$ cat src/rtl/crossing_sequencer.sv
// Pelican-crossing sequencer: car/pedestrian lamp controller driven by a pedestrian push button.
// Latency: the button edge reaches the pending latch 4 cycles after request rises; lamps are registered.
// No backpressure: request is a raw asynchronous level, and presses that arrive while pedestrians are served are dropped.
//
// Ports:
//   clk_100MHz        sole clock, rising edge
//   reset             asynchronous active-low reset
//   request           raw pedestrian button (asynchronous)
//   car_red/amber/green, pedestrian_red/green   registered lamp drives
//   ped_wait          pedestrian request latched and waiting to be served
//   phase             current state code (debug)
module crossing_sequencer #(
  parameter int TICK_DIV    = 100000000,
  parameter int T_MIN_GREEN = 10,
  parameter int T_AMBER     = 3,
  parameter int T_ALL_RED   = 1,
  parameter int T_WALK      = 8,
  parameter int T_CLEAR     = 4
) (
  input  logic       clk_100MHz,
  input  logic       reset,
  input  logic       request,
  output logic       car_red,
  output logic       car_amber,
  output logic       car_green,
  output logic       pedestrian_red,
  output logic       pedestrian_green,
  output logic       ped_wait,
  output logic [2:0] phase
);

  localparam int T_MAX_A = (T_MIN_GREEN > T_AMBER) ? T_MIN_GREEN : T_AMBER;
  localparam int T_MAX_B = (T_ALL_RED > T_WALK) ? T_ALL_RED : T_WALK;
  localparam int T_MAX_C = (T_MAX_A > T_MAX_B) ? T_MAX_A : T_MAX_B;
  localparam int T_MAX   = (T_MAX_C > T_CLEAR) ? T_MAX_C : T_CLEAR;

  localparam int PW = (TICK_DIV > 1) ? $clog2(TICK_DIV) : 1;
  // One spare bit above max(T_*) so the saturating count in CAR_GREEN
  // always sits strictly above every threshold it is compared against.
  localparam int TW = $clog2(T_MAX + 1) + 1;

  localparam logic [PW-1:0] PRESC_LAST = PW'(TICK_DIV - 1);

  typedef enum logic [2:0] {
    CAR_GREEN = 3'd0,
    CAR_AMBER = 3'd1,
    ALL_RED1  = 3'd2,
    PED_WALK  = 3'd3,
    PED_CLEAR = 3'd4,
    ALL_RED2  = 3'd5
  } state_t;

  state_t        state, state_d;
  logic [PW-1:0] presc, presc_d;
  logic [TW-1:0] tick_cnt, tick_d;
  logic          pending, pending_d;
  logic          sync1, sync2, sync3, edge_q;
  logic          tick_wrap;
  logic          accept;

  // Next-state, counter and pending-latch computation.
  always_comb begin
    tick_wrap = (presc == PRESC_LAST);
    state_d   = state;

    case (state)
      CAR_GREEN: if (pending && (tick_cnt >= TW'(T_MIN_GREEN))) state_d = CAR_AMBER;
      CAR_AMBER: if (tick_wrap && (tick_cnt == TW'(T_AMBER - 1)))   state_d = ALL_RED1;
      ALL_RED1:  if (tick_wrap && (tick_cnt == TW'(T_ALL_RED - 1))) state_d = PED_WALK;
      PED_WALK:  if (tick_wrap && (tick_cnt == TW'(T_WALK - 1)))    state_d = PED_CLEAR;
      PED_CLEAR: if (tick_wrap && (tick_cnt == TW'(T_CLEAR - 1)))   state_d = ALL_RED2;
      ALL_RED2:  if (tick_wrap && (tick_cnt == TW'(T_ALL_RED - 1))) state_d = CAR_GREEN;
      default:   state_d = CAR_GREEN;
    endcase

    // Every state entry restarts both counters, so a state of T ticks
    // lasts exactly T*TICK_DIV cycles.
    if (state_d != state) begin
      presc_d = '0;
      tick_d  = '0;
    end else if (tick_wrap) begin
      presc_d = '0;
      // Only CAR_GREEN can run past its threshold; hold at all-ones there.
      tick_d  = (tick_cnt == '1) ? tick_cnt : tick_cnt + 1'b1;
    end else begin
      presc_d = presc + 1'b1;
      tick_d  = tick_cnt;
    end

    // Presses count only before the pedestrians are committed to; the
    // state used here is the pre-transition one.
    accept = edge_q && ((state == CAR_GREEN) || (state == CAR_AMBER) || (state == ALL_RED1));

    if ((state_d == PED_WALK) && (state != PED_WALK)) begin
      pending_d = 1'b0;
    end else if (accept) begin
      pending_d = 1'b1;
    end else begin
      pending_d = pending;
    end
  end

  // State, counters, synchronizer and lamps. Lamps are decoded from the
  // next state so they change on the same edge as the state register.
  always_ff @(posedge clk_100MHz or negedge reset) begin
    if (!reset) begin
      state            <= CAR_GREEN;
      presc            <= '0;
      tick_cnt         <= '0;
      pending          <= 1'b0;
      sync1            <= 1'b0;
      sync2            <= 1'b0;
      sync3            <= 1'b0;
      edge_q           <= 1'b0;
      car_red          <= 1'b0;
      car_amber        <= 1'b0;
      car_green        <= 1'b1;
      pedestrian_red   <= 1'b1;
      pedestrian_green <= 1'b0;
    end else begin
      state            <= state_d;
      presc            <= presc_d;
      tick_cnt         <= tick_d;
      pending          <= pending_d;
      // sync1/sync2 resolve metastability; sync3 is the edge detector history.
      sync1            <= request;
      sync2            <= sync1;
      sync3            <= sync2;
      edge_q           <= sync2 & ~sync3;
      car_green        <= (state_d == CAR_GREEN);
      car_amber        <= (state_d == CAR_AMBER);
      car_red          <= (state_d != CAR_GREEN) && (state_d != CAR_AMBER);
      pedestrian_green <= (state_d == PED_WALK) || ((state_d == PED_CLEAR) && !tick_d[0]);
      pedestrian_red   <= (state_d != PED_WALK) && (state_d != PED_CLEAR);
    end
  end

  assign ped_wait = pending;
  assign phase    = state;

endmodule

$ cat config.mk
export PLATFORM = sky130hd
export DESIGN_NAME = crossing_sequencer
export DESIGN_NICKNAME = d
export VERILOG_FILES = /design/src/rtl/crossing_sequencer.sv
export SDC_FILE = /design/constraint.sdc
export NUM_CORES = 1
export LEC_CHECK = 0
export BUFFER_PORTS_ARGS = -buffer_cell sky130_fd_sc_hd__buf_2
export CAP_MARGIN = 25
export CORE_ASPECT_RATIO = 0.5
export CORE_MARGIN = 4
export CORE_UTILIZATION = 56
export CTS_BUF_LIST = sky130_fd_sc_hd__clkbuf_8
export DETAILED_ROUTE_END_ITERATION = 10
export PLACE_DENSITY = 0.71
export REMOVE_ABC_BUFFERS = 1
export SLEW_MARGIN = 20
export SYNTH_ARGS = -nofsm -noshare
export SYNTH_HDL_FRONTEND = slang
export SYNTH_SLANG_ARGS = --single-unit
$ cat constraint.sdc
create_clock -name clk_100MHz -period 5.9 [get_ports clk_100MHz]
set_input_delay 0.59 -clock clk_100MHz [delete_from_list [all_inputs] [get_ports clk_100MHz]]
set_output_delay 0.59 -clock clk_100MHz [all_outputs]
set_load 0.005 [all_outputs]
== Yosys cells after proc, flatten, opt, wreduce, memory -nomap -nowiden ==
Cells that the tools add are included.
Storage, ports and cells
  register bits after elaboration: 45
  logic and storage cells: 73
  output and inout port bits: 9
Cells by class
  reduce and logical (&&, ||, !) cells: 21
  add/subtract/negate cells: 2
  magnitude comparators: 1
  multiplexer cells: 14
  bitwise operators: 2
  equality and inequality tests: 19
Operators with widths (number)
  2-to-1 mux 27 bit: 2
  adder 27 x 1 -> 27 bit, second input constant: 1
  equality test 27 bit, second input constant: 1
  2-to-1 mux 3 bit: 6
  case mux 3 bit (6 select lines): 1
  2-to-1 mux 5 bit: 3
  equality test 5 x 2 -> 1 bit, second input constant: 2
  logical AND 1 bit: 10
  equality test 3 x 2 -> 1 bit, second input constant: 3
  equality test 3 bit, second input constant: 3
  equality test 3 x 1 -> 1 bit, second input constant: 2
  logical NOT 3 bit: 2
  != test 3 x 2 -> 1 bit, second input constant: 2
  adder 5 x 1 -> 5 bit, second input constant: 1
  equality test 5 x 3 -> 1 bit, second input constant: 1
  equality test 5 bit, second input constant: 1
  >= comparator 5 x 4 -> 1 bit, second input constant: 1
  logical NOT 5 bit: 1
  nonzero test 2 bit: 2
  logical OR 1 bit: 3
  != test 3 x 1 -> 1 bit, second input constant: 1
  != test 3 bit: 1
  != test 3 bit, second input constant: 1
  nonzero test 3 bit: 1
  other kinds (6): 7

== Longest topological paths before layout ==
  word-level depth: 9
  gate-level depth with buffers: 9
  mapped depth without buffers: 8

== Least setup slack after synthesis ==
No wires, ideal clock.
  kind: register to register
  start point: register presc[0]
  end point: register presc[10]
  slack: 3717 ps
  data required time: 5784 ps
  buffers on the path: 2
  library setup time: 116 ps
  arrival time: 2067 ps
  clock period less this slack: 2183 ps
  stages on the path, launching flop included: 10
  cells stage by stage: dfrtp_1 -> ha_1 -> nand3_1 -> or3_1 -> buf_2 -> or2_0 -> or2_1 -> a31oi_4 -> buf_6 -> nor2_1
On the way
  longest elaborated chain between the ends: 6
  elaborated cells between the ends (all ways): 15
  classes of those cells: 1 x add/sub; 2 x eq/ne; 8 x mux; 4 x reduce/logical
Ends and longest elaborated chain
  start, declared: line 54  | logic [PW-1:0] presc, presc_d;
  start signal, assigned: line 122  | presc <= presc_d;
  branches (longest 5 deep; another with adder 27 x 1 -> 27 bit)
  2-to-1 mux 27 bit (*): line 78  | if (state_d != state) begin
  via presc_d[10]: line 54
Mark *: on every way through the listed nets, which the timed path passes.
A chain may end at the register's enable or synchronous reset.

== Worst setup path after layout ==
  start point: register presc[9]
  end point: register presc[13]
The elaborated chain is that of the path after synthesis.

==> reports/metrics.csv <==
stage,metric,value,unit
run_status,status,completed,
flow_run,maxCapViolCount,0,
routing,route.detailed.drc,0,
cts,cts_made_buffers,5,
setup_path,crit_chain,"nor4b_1, nand4_1, nor4_4, a2bb2oi_1, o21ai_2, nor2_1",
cts,post_cts_buffers,0,
routing,routed_wl,4.79,mm
synth,synth_area,0.00238,mm^2
routing,drtAntennaViolNets,0,
setup_path,rr_worst_depth,6,
sta,finalCriticalPeriod,2.82,ns
place,dp_hpwl,3.29,mm
sta,rsz0062_at_grt,false,
cts,cts_tree,yes,
global_route,grt_pass1_vias,1697,
sta,hold_viol_final,0,
layout,fin_nets,259,
cts,ctsResizeCount,0,
cts,cts_sinks,45,
synth,ys_types,48,
place,placed_cell_area,0.00247,mm^2
die,fp.dieH,54.1,um
sta,max_slew_margin,38.6,%
setup_path,critPathKind,reg2reg,
layout,drive_gt1_share,11.5,%
routing,via_per_inst,5.75,
setup_path,cp-end-kind,flip-flop,
power,p_total,496,uW
synth,post_synth.cell_area_avg,9.94,um^2
setup_path,crit_start,presc[9]$_DFF_PN0_,
routing,vias,1758,
global_route,grt.total_usage,19.9,%
global_route,grt_max_degree,46,
routing,wire_per_inst,15.6,um
synth,postSynth.asyncResetShare,100,%
cts,htree_levels,2,
cts,clockRootBuffer,clkbuf_8,
layout,finalInstanceArea,0.00255,mm^2
global_route,grt_pass1_wl,8.25,mm
sta,finClkSkew,0.00677,ns
setup_path,cp_max_fo,17,
setup_path,slowest_stage,o21ai_2,
layout,syn2layout_area_growth,7.03,%
place,gp_congestion,0.914,
sta,drv_slew,0,
power,power.density,194,mW/mm^2
routing,drt_iter0_drc,95,
sta,clock.fmax,355,MHz
synth,syn-instance-count,240,
worst_hold_path,hold_class,in2async,
sta,worst_slew_pin_slew,0.912,ns
power,ir_drop,0.146,mV
die,pin_count,12,
sta,final.setup.tns,0,ns
synth,synth-edff-count,0,
power,total_leakage_power,1.17,nW
layout,antenna_cells,0,
cts,clock_path_buffers,2,
global_route,grt_overflow_total,0,
setup_path,max_stage_delay,0.58,ns
layout,final_cell_mix,"dfrtp_1, nor2_1, nand2_1, xor2_1, xnor2_1",
setup_path,r2r_end,presc[13]$_DFF_PN0_,
cts,insertion_delay,0.30,ns
synth,synth-main-ff-cell,dfrtp_1,
layout,final_common_cell,dfrtp_1,
sta,setup_violations,0,
setup_path,crit_path_end,presc[13]$_DFF_PN0_,
setup_path,cp.required,6.05,ns
global_route,antenna_found_initial,0,
synth,synth_warnings,0,
setup_path,r2r_start,presc[9]$_DFF_PN0_,
cts,cts_hold_buf,0,
place,io_buffers,11,
routing,drtPass1Iterations,4,
die,initial_utilization,59.6,%
die,die_area,0.00543,mm^2
synth,yosysSeqAreaShare,47.3,%
setup_path,cp-start-kind,flip-flop,
die,placementRows,16,
synth,ys_seq_elements,45,
setup_path,crit_arrival,2.97,ns
cts,clk_pin_slew,0.08,ns
die,coreArea,0.00400,mm^2
die,fp.dieW,100,um
setup_path,rrSetupSlack,3.08,ns
sta,timing.final.crit_share,47.8,%
[how the worst min path moves through the flow]
stage / from / endpoint
after floorplan: reset / car_amber$_DFF_PN0_
after global placement: sync1$_DFF_PN0_ / sync2$_DFF_PN0_
after detailed placement: sync1$_DFF_PN0_ / sync2$_DFF_PN0_
after CTS: sync1$_DFF_PN0_ / sync2$_DFF_PN0_
after global routing: reset / tick_cnt[0]$_DFF_PN0_
final: reset / sync2$_DFF_PN0_
[power by group]
part           leakage (nW)  switching, mW  internal [mW]
clock                0.0519         0.0998         0.0791
sequential            0.594       0.000613          0.310
combinational         0.523        0.00579       0.000832
total                  1.17          0.106          0.389
[logic make-up after synthesis]
family / share of synthesized area, %
DFF: 47.3
adders and majority gates: 2.62
and+or+nand+nor: 29.1
muxes: 0.839
xor gates and xnor gates: 10.3
buffers and inverters: 2.99
AOI/OAI and AO/OA: 6.82
[cells in the mapped netlist (all sizes together), types with 3 or more instances]
master,instances,area (um^2)
clkbuf,3,11.3
or2,3,18.8
a21oi,5,25.0
xor2,16,140
nand2,26,97.6
nand4,12,90.1
ha,5,62.6
nor4,7,73.8
or3,3,23.8
inv,7,26.3
o21ai,3,18.8
nand3,10,62.6
and3,3,18.8
buf,5,33.8
nor3,7,35.0
and4,4,35.0
dfrtp,43,1080
xnor2,12,105
nor2,39,146
nor2b,3,18.8
[layer usage]
| metal | track usage (%) | vias to the layer above | wire length, um |
|---|---|---|---|
| li1 | - | 857 | - |
| met1 | 27.7 | 839 | 2300 |
| met2 | 32.0 | 56 | 2160 |
| met3 | 5.43 | 6 | 302 |
| met4 | 3.36 | 0 | 33 |
| met5 | 0 | - | 0 |
[metrics by stage]
stage                     setup WS, ns  util, %  std cells  hold slack, ns
final                             3.08     63.7        306           0.272
after global routing              2.77     63.7        306           0.328
after CTS                         3.04     63.7        306           0.371
after detailed placement          3.08     61.7        298           0.352
after global placement            3.19     61.7        298           0.333
after floorplan                   3.57        -        232           0.294
[area by class of cell]
cell class	instances	area [um^2]
clock buffer	5	68.8
clock inverter	3	11.3
fill	339	1450
inverter	7	26.3
multi-input combinational	180	1180
sequential	45	1130
tap	54	67.6
timing repair buffer	12	65.1
[registers in the layout, indices dropped and copies added, names as in the netlist]
register / cells
car_amber: 1
car_green: 1
car_red: 1
edge_q: 1
ped_wait: 1
pedestrian_green: 1
pedestrian_red: 1
phase: 3
presc: 27
sync1: 1
sync2: 1
sync3: 1
tick_cnt: 5
[worst max-delay path, delay by kind of cell, from the launching register on]
family | cells | cell delay, ns
flip-flops | 1 | 0.44
AND/OR/NAND/NOR | 4 | 1.51
AO/OA/AOI/OAI | 2 | 0.72
Power figures use the tool's default switching activity.
